## config.mk

```make
export PLATFORM = sky130hd
export DESIGN_NAME = register_16bit_unloader
export DESIGN_NICKNAME = d
export VERILOG_FILES = /design/src/rtl/register_16bit_unloader.sv
export SDC_FILE = /design/constraint.sdc
export NUM_CORES = 1
export LEC_CHECK = 0
export ABC_AREA = 1
export BUFFER_PORTS_ARGS = -buffer_cell sky130_fd_sc_hd__buf_2
export CORE_ASPECT_RATIO = 0.7
export CORE_UTILIZATION = 51
export CTS_CLUSTER_SIZE = 40
export DETAILED_ROUTE_END_ITERATION = 7
export MAX_ROUTING_LAYER = met4
export PLACE_DENSITY = 0.83
export SLEW_MARGIN = 25
export SYNTH_ARGS = -nofsm -noshare
export SYNTH_HDL_FRONTEND = slang
export SYNTH_SLANG_ARGS = --single-unit
```

## constraint.sdc

```tcl
create_clock -name clock -period 1.75 [get_ports clock]
set_clock_uncertainty 0.2 [all_clocks]
set_input_delay 0.2625 -clock clock [delete_from_list [all_inputs] [get_ports clock]]
set_output_delay 0.2625 -clock clock [all_outputs]
set_load 0.02 [all_outputs]
```

## src/rtl/register_16bit_unloader.sv

```systemverilog
// register_16bit_unloader: captures a 16-bit word and base address, then
// presents the word as two bytes with a valid/ready handshake. The first byte
// goes to the base address and the second byte to base+1 or base-1. A
// one-cycle done pulse follows the second accepted byte.
module register_16bit_unloader #(
  parameter bit HIGH_FIRST = 1'b1,  // 1: bits [15:8] go out first
  parameter bit ADDR_DIR   = 1'b1   // 1: second address is base-1 (descending push)
) (
  input  logic        clock,
  input  logic        reset,
  input  logic        start,
  input  logic [15:0] valuein,
  input  logic [15:0] addrbase,
  input  logic        byteready,
  output logic [7:0]  byteout,
  output logic [15:0] addrout,
  output logic        bytevalid,
  output logic        busy,
  output logic        done
);

  typedef enum logic [1:0] {
    S_IDLE   = 2'd0,
    S_FIRST  = 2'd1,
    S_SECOND = 2'd2
  } state_t;

  state_t      r_state;
  state_t      w_state_nxt;
  logic [15:0] r_word;
  logic [15:0] r_base;
  logic [7:0]  r_byteout;
  logic [15:0] r_addrout;
  logic        r_done;

  logic        w_accept;
  logic        w_xfer;
  logic [7:0]  w_load_byte;
  logic [7:0]  w_second_byte;
  logic [15:0] w_second_addr;

  // The first byte is taken straight from valuein so it is on the bus in the
  // cycle right after start is accepted. The second byte comes from the
  // captured copy.
  assign w_load_byte   = HIGH_FIRST ? valuein[15:8] : valuein[7:0];
  assign w_second_byte = HIGH_FIRST ? r_word[7:0]   : r_word[15:8];
  assign w_second_addr = ADDR_DIR ? (r_base - 16'd1) : (r_base + 16'd1);

  assign w_accept = (r_state == S_IDLE) && start;
  assign w_xfer   = (r_state != S_IDLE) && byteready;

  // State register.
  always_ff @(posedge clock) begin
    if (reset) r_state <= S_IDLE;
    else       r_state <= w_state_nxt;
  end

  // Next-state logic. Leaving a byte state requires a handshake.
  always_comb begin
    w_state_nxt = r_state;
    case (r_state)
      S_IDLE:   if (start)     w_state_nxt = S_FIRST;
      S_FIRST:  if (byteready) w_state_nxt = S_SECOND;
      S_SECOND: if (byteready) w_state_nxt = S_IDLE;
      default:                 w_state_nxt = S_IDLE;
    endcase
  end

  // Capture the word and base, and update the byte and address outputs only
  // on accept or on a transfer. This keeps the outputs stable while stalled.
  always_ff @(posedge clock) begin
    if (reset) begin
      r_word    <= '0;
      r_base    <= '0;
      r_byteout <= '0;
      r_addrout <= '0;
    end else if (w_accept) begin
      r_word    <= valuein;
      r_base    <= addrbase;
      r_byteout <= w_load_byte;
      r_addrout <= addrbase;
    end else if (w_xfer && (r_state == S_FIRST)) begin
      r_byteout <= w_second_byte;
      r_addrout <= w_second_addr;
    end
  end

  // Pulse done for one cycle after the second byte is accepted.
  always_ff @(posedge clock) begin
    if (reset) r_done <= 1'b0;
    else       r_done <= w_xfer && (r_state == S_SECOND);
  end

  assign byteout   = r_byteout;
  assign addrout   = r_addrout;
  assign bytevalid = (r_state != S_IDLE);
  assign busy      = (r_state != S_IDLE);
  assign done      = r_done;

endmodule
```

; Word-level counts from Yosys, hierarchy flattened
; Cells that the tools add are included.
[totals]
wordCells = 28
out_inout_bits = 27
regBits = 51
in_bits = 36
[classes]
muxes = 8
n_eq_ne = 5
reduce_logical = 8
add_sub_neg = 1
[op_table]
columns = cell, n
row1 = $mux W16, 2
row2 = $mux W8, 2
row3 = $sub A16 B1 Y16 const B, 1
row4 = $mux W2, 3
row5 = $ne A2 B2 Y1 const B, 3
row6 = $pmux W2 S3, 1
row7 = $logic_and A1 B1 Y1, 4
row8 = $reduce_bool A2 Y1, 2
row9 = $reduce_and A3 Y1, 1
row10 = $eq A2 B1 Y1 const B, 1
row11 = $eq A2 B2 Y1 const B, 1
row12 = $logic_not A2 Y1, 1

; Logic depth before layout (Yosys ltp)
[depth]
depth_word = 5
mapped_depth = 10
mapped_depth_nobuf = 9

; Least setup slack after synthesis
; OpenSTA, ideal clock, no wires.
[synth_timing]
kind = register -> register
start = reg r_base[0]
end = reg r_addrout[14] (netlist: addrout[14])
required_ns = 1.433
setup_time_ns = 0.117
stages_incl_launch_ff = 10
path_slack_ns = 0.303
period_less_slack_ns = 1.447
t_arrival_ns = 1.130
path_buffers = 0
cell_sequence = dfxtp_1 inv_1 ha_1 nand2_1 nor2_2 nand3_1 nand2_1 nand2_1 nor2_1 nor2_1
[synth_via]
elab_chain_cells = 3
[synth_lines]
columns = element, line
row1 = from (decl), 31  ; logic [15:0] r_base;
row2 = from (signal assigned), 79  ; r_base <= addrbase;
row3 = $sub A16 B1 Y16, 47  ; assign w_second_addr = ADDR_DIR ? (r_base - 16'd1) : (r_base + 16'd1);
row4 = $mux W16, 82  ; end else if (w_xfer && (r_state == S_FIRST)) begin
row5 = $mux W16, 77  ; end else if (w_accept) begin
row6 = to (signal assigned), 81  ; r_addrout <= addrbase;
row7 = to (signal assigned), 84  ; r_addrout <= w_second_addr;
row8 = to (decl), 33  ; logic [15:0] r_addrout;
; No other way between the ends. The select of a mux whose other input is x is not followed.
; A chain may end at the register's enable or synchronous reset.

; Worst setup path after layout
[layout_timing]
start = reg r_state[0]
end = reg r_addrout[0] (netlist: addrout[0])
[layout_via]
elab_chain_cells = 4
word_cells_on_any_way = 8
classes_between = 1 x eq/ne / 1 x mux / 6 x reduce/logical
[layout_lines]
columns = element, line
row1 = from (decl), 28  ; state_t r_state;
row2 = from (signal assigned), 55  ; else r_state <= w_state_nxt;
row3 = $reduce_bool A2 Y1, 50  ; assign w_xfer = (r_state != S_IDLE) && byteready;
row4 = $logic_and A1 B1 Y1, 50
row5 = $logic_and A1 B1 Y1, 82
row6 = $reduce_bool A2 Y1 (no line), --
; Several ways; a longest one is shown, not always the timed one.

==> results.sh <==
export IMPL_total_leakage_power_uw=0.001451
export IMPL_hpwl_mm=3.866
export IMPL_crit_end="addrout[0]"
export IMPL_grt_max_degree=40
export IMPL_power_density_mw_per_mm2=946.0
export IMPL_rsz0062_at_grt="yes"
export IMPL_synthTopCellsByCount="nand2_1, dfxtp_1, inv_1, o21ai_0, nor2_1"
export IMPL_clkSinkCount=51
export IMPL_p_switching_uw=948.2
export IMPL_vias=2395
export IMPL_dieArea_mm2=0.004950
export IMPL_clock_insertion_delay_worst_skew_ps=320
export IMPL_syn_area_mm2=0.002381
export IMPL_critical_path_cell_chain="nor2_1, nand2_2, buf_4, o21ai_0, o21ai_0, a21oi_1"
export IMPL_synth_distinct_cells=26
export IMPL_peakVddDrop_v=0.0006905
export IMPL_finalSetupViolCount=0
export IMPL_wl_per_cell_um=12.22
export IMPL_netSwitchingFraction=0.3403
export IMPL_max_freq_mhz=619.6
export IMPL_ys_flop_type="dfxtp_1"
export IMPL_slew_headroom=0.7840
export IMPL_yosys_area_top_type="dfxtp_1"
export IMPL_crit_slowest_cell="dfxtp_1"
export IMPL_wl_met2_mm=2.545
export IMPL_r2r_slack_ps=140
export IMPL_arrival_ps=1620
export IMPL_p_int_uw=1838
export IMPL_drt_met1_wl_mm=2.727
export IMPL_ant_nets=0
export IMPL_period_needed_ps=1614
export IMPL_dp_slack_ps=141.2
export IMPL_syn_avg_cell_area_um2=6.922
export IMPL_seq_power_share=0.476
export IMPL_fp_row_count=20
export IMPL_cts_root_buf="clkbuf_8"
export IMPL_combPwrFrac=0.266
export IMPL_antenna_found_initial=0
export IMPL_area_growth_syn_to_layout_pct=23.70
export IMPL_initial_core_util=0.5406
export IMPL_nets=452
export IMPL_fp_dieW_um=83.67
export IMPL_synth_nets=381
export IMPL_clockBufferDepth=2
export IMPL_coreArea_mm2=0.004404
export IMPL_synth_edf_count=0
export IMPL_cts_tree="yes"
export IMPL_ff2ff_path_depth=6
export IMPL_wl_mm=5.757
export IMPL_n_antenna_cell=0
export IMPL_max_slew_worst_pin_slew_ps=324.0
export IMPL_grt_pass1_vias=2189
export IMPL_crit_fanout=33
export IMPL_crit_top_cell="o21ai_0"
export IMPL_cp_startpoint="r_state[0]"
export IMPL_timing_final_ws_setup_ps=136.1
export IMPL_startpoint_type="register"
export IMPL_cp_data_required_time_ps=1750
export IMPL_slew_violations=0
export IMPL_track_usage=0.2597
export IMPL_portBuffers=62
export IMPL_synthTopCellsByArea="dfxtp_1, nand2_1, o21ai_0"
export IMPL_async_flop_share=0
export IMPL_netlist_instances=344
export IMPL_grt_pass1_wl_mm=9.880
export IMPL_grt_ovfl_total=0
export IMPL_clkTransAtPathRegs_ps=100
export IMPL_globalplace_congestion=0.8729
export IMPL_met3_length_um=402
export IMPL_io_pins=63
export IMPL_timing_rr_end="addrout[0]"
export IMPL_hold_path_class="in -> reg"
export IMPL_drt_first_pass_iters=4
export IMPL_ys_seq_area_frac=0.4288
export IMPL_max_stage_delay_ps=400
export IMPL_synth_top_area_share=0.4288
export IMPL_period_share=0.9222
export IMPL_cts_htree_levels=2
export IMPL_drive_gt1_frac=0.2067
export IMPL_maxCapViolCount=0
export IMPL_cts_buffers=5
export IMPL_drc_errors=0
export IMPL_drtIter0Drc=199
export IMPL_fp_dieH_um=59.17
export IMPL_synth_seq_cells=51
export IMPL_endpoint_kind="register"
export IMPL_hold_depth=3
export IMPL_vias_per_cell=5.085
export IMPL_routed_top_layer="met4"
export IMPL_yosysWarnings=0
export IMPL_critPathKind="reg -> reg"
export IMPL_post_synth_top_count_cell="nand2_1"
export IMPL_outcome="completed"
export IMPL_hold_violations=0
export IMPL_share_clk_of_total_power=0.258
export IMPL_r2r_start="r_state[0]"
export IMPL_fin_setup_tns_ps=0
[flip-flops by register name, summed over array words and instances, names as in the netlist]
name,flops
r_state,2
r_base,16
addrout,16
r_word,8
byteout,8
done,1
[power groups by stage]
stage               combinational (uW)  clock (uW)  sequential, uW
detailed placement                 710           0            1350
CTS                                733         725            1330
global route                       834         786            1340
floorplan                          436           0            1420
finish                             740         719            1330
global placement                   696           0            1350
[layout make-up]
class | instances | area [um^2]
clock inverters | 3 | 26.28
fillers | 401 | 1459
well taps | 55 | 68.82
repair buffers | 82 | 515.5
multi-input cells | 238 | 1106
clock buffers | 5 | 68.82
inverters | 37 | 138.9
flip-flops and latches | 51 | 1021
[cell usage in the layout (no fill, tap or decap), types with 2 or more instances in the layout]
master and instances:
inv_6 2, nor2_4 3, o21bai_1 2, nor2_1 31
o21ai_0 33, clkbuf_8 5, buf_4 6, dlygate4sd3_1 12
inv_1 37, buf_2 62, buf_12 2, nand2_1 96
a31oi_1 11, a21oi_1 31, nand4_1 4, nand3_1 14
dfxtp_1 51, nand3b_1 2, nand2_2 2, o21ai_1 2
[critical path: cells and delay by family (launching register included)]
kind,cells,cell delay (ps)
compound gates,3,360
buf+inv,1,320
flops,1,400
simple gates,2,210
[repair_timing]
action                                 4_1_cts  5_1_grt
setup endpoints to repair                    0        4
setup buffers                                0        0
endpoints found under the hold margin       12        0
hold buffers                                12        0
resized for setup                            0        2
[stage by stage]
step           total power (uW)  std cells  hold slack, ps  utilization  cell area (um^2)
4_1_cts                    2784        471         0.06872       0.6670              2938
6_report                   2786        471           6.360       0.6688              2945
3_5_place_dp               2061        451           266.7       0.6182              2723
3_3_place_gp               2046        451           254.4       0.6182              2723
5_1_grt                    2960        471           9.665       0.6688              2945
2_1_floorplan              1857        344           205.3            -              2381
[how the worst min path moves through the flow]
stage                             from    endpoint  slack [ps]
after floorplan             valuein[0]   r_word[0]         210
after global placement       r_base[1]   r_base[1]         250
after detailed placement     r_word[4]   r_word[4]         270
after CTS                 addrbase[15]  r_base[15]        0.07
after global routing        valuein[8]  byteout[0]          10
final                     addrbase[15]  r_base[15]           6
[cells by family after synthesis]
kind of cell	Yosys count	synth area share
flip-flops	51	0.4288
AND/OR/NAND/NOR	157	0.2790
buffers and inverters	55	0.1098
adder cells (fa/ha/maj)	1	0.005254
AO/OA/AOI/OAI	80	0.1771
[metal layers]
layer / track usage / vias to the layer above
met4: 0.08232 / 0
met2: 0.4379 / 92
met5: - / -
met3: 0.05432 / 9
met1: 0.3180 / 1045
li1: - / 1249
Note: power is estimated with default switching activity, not from simulation.
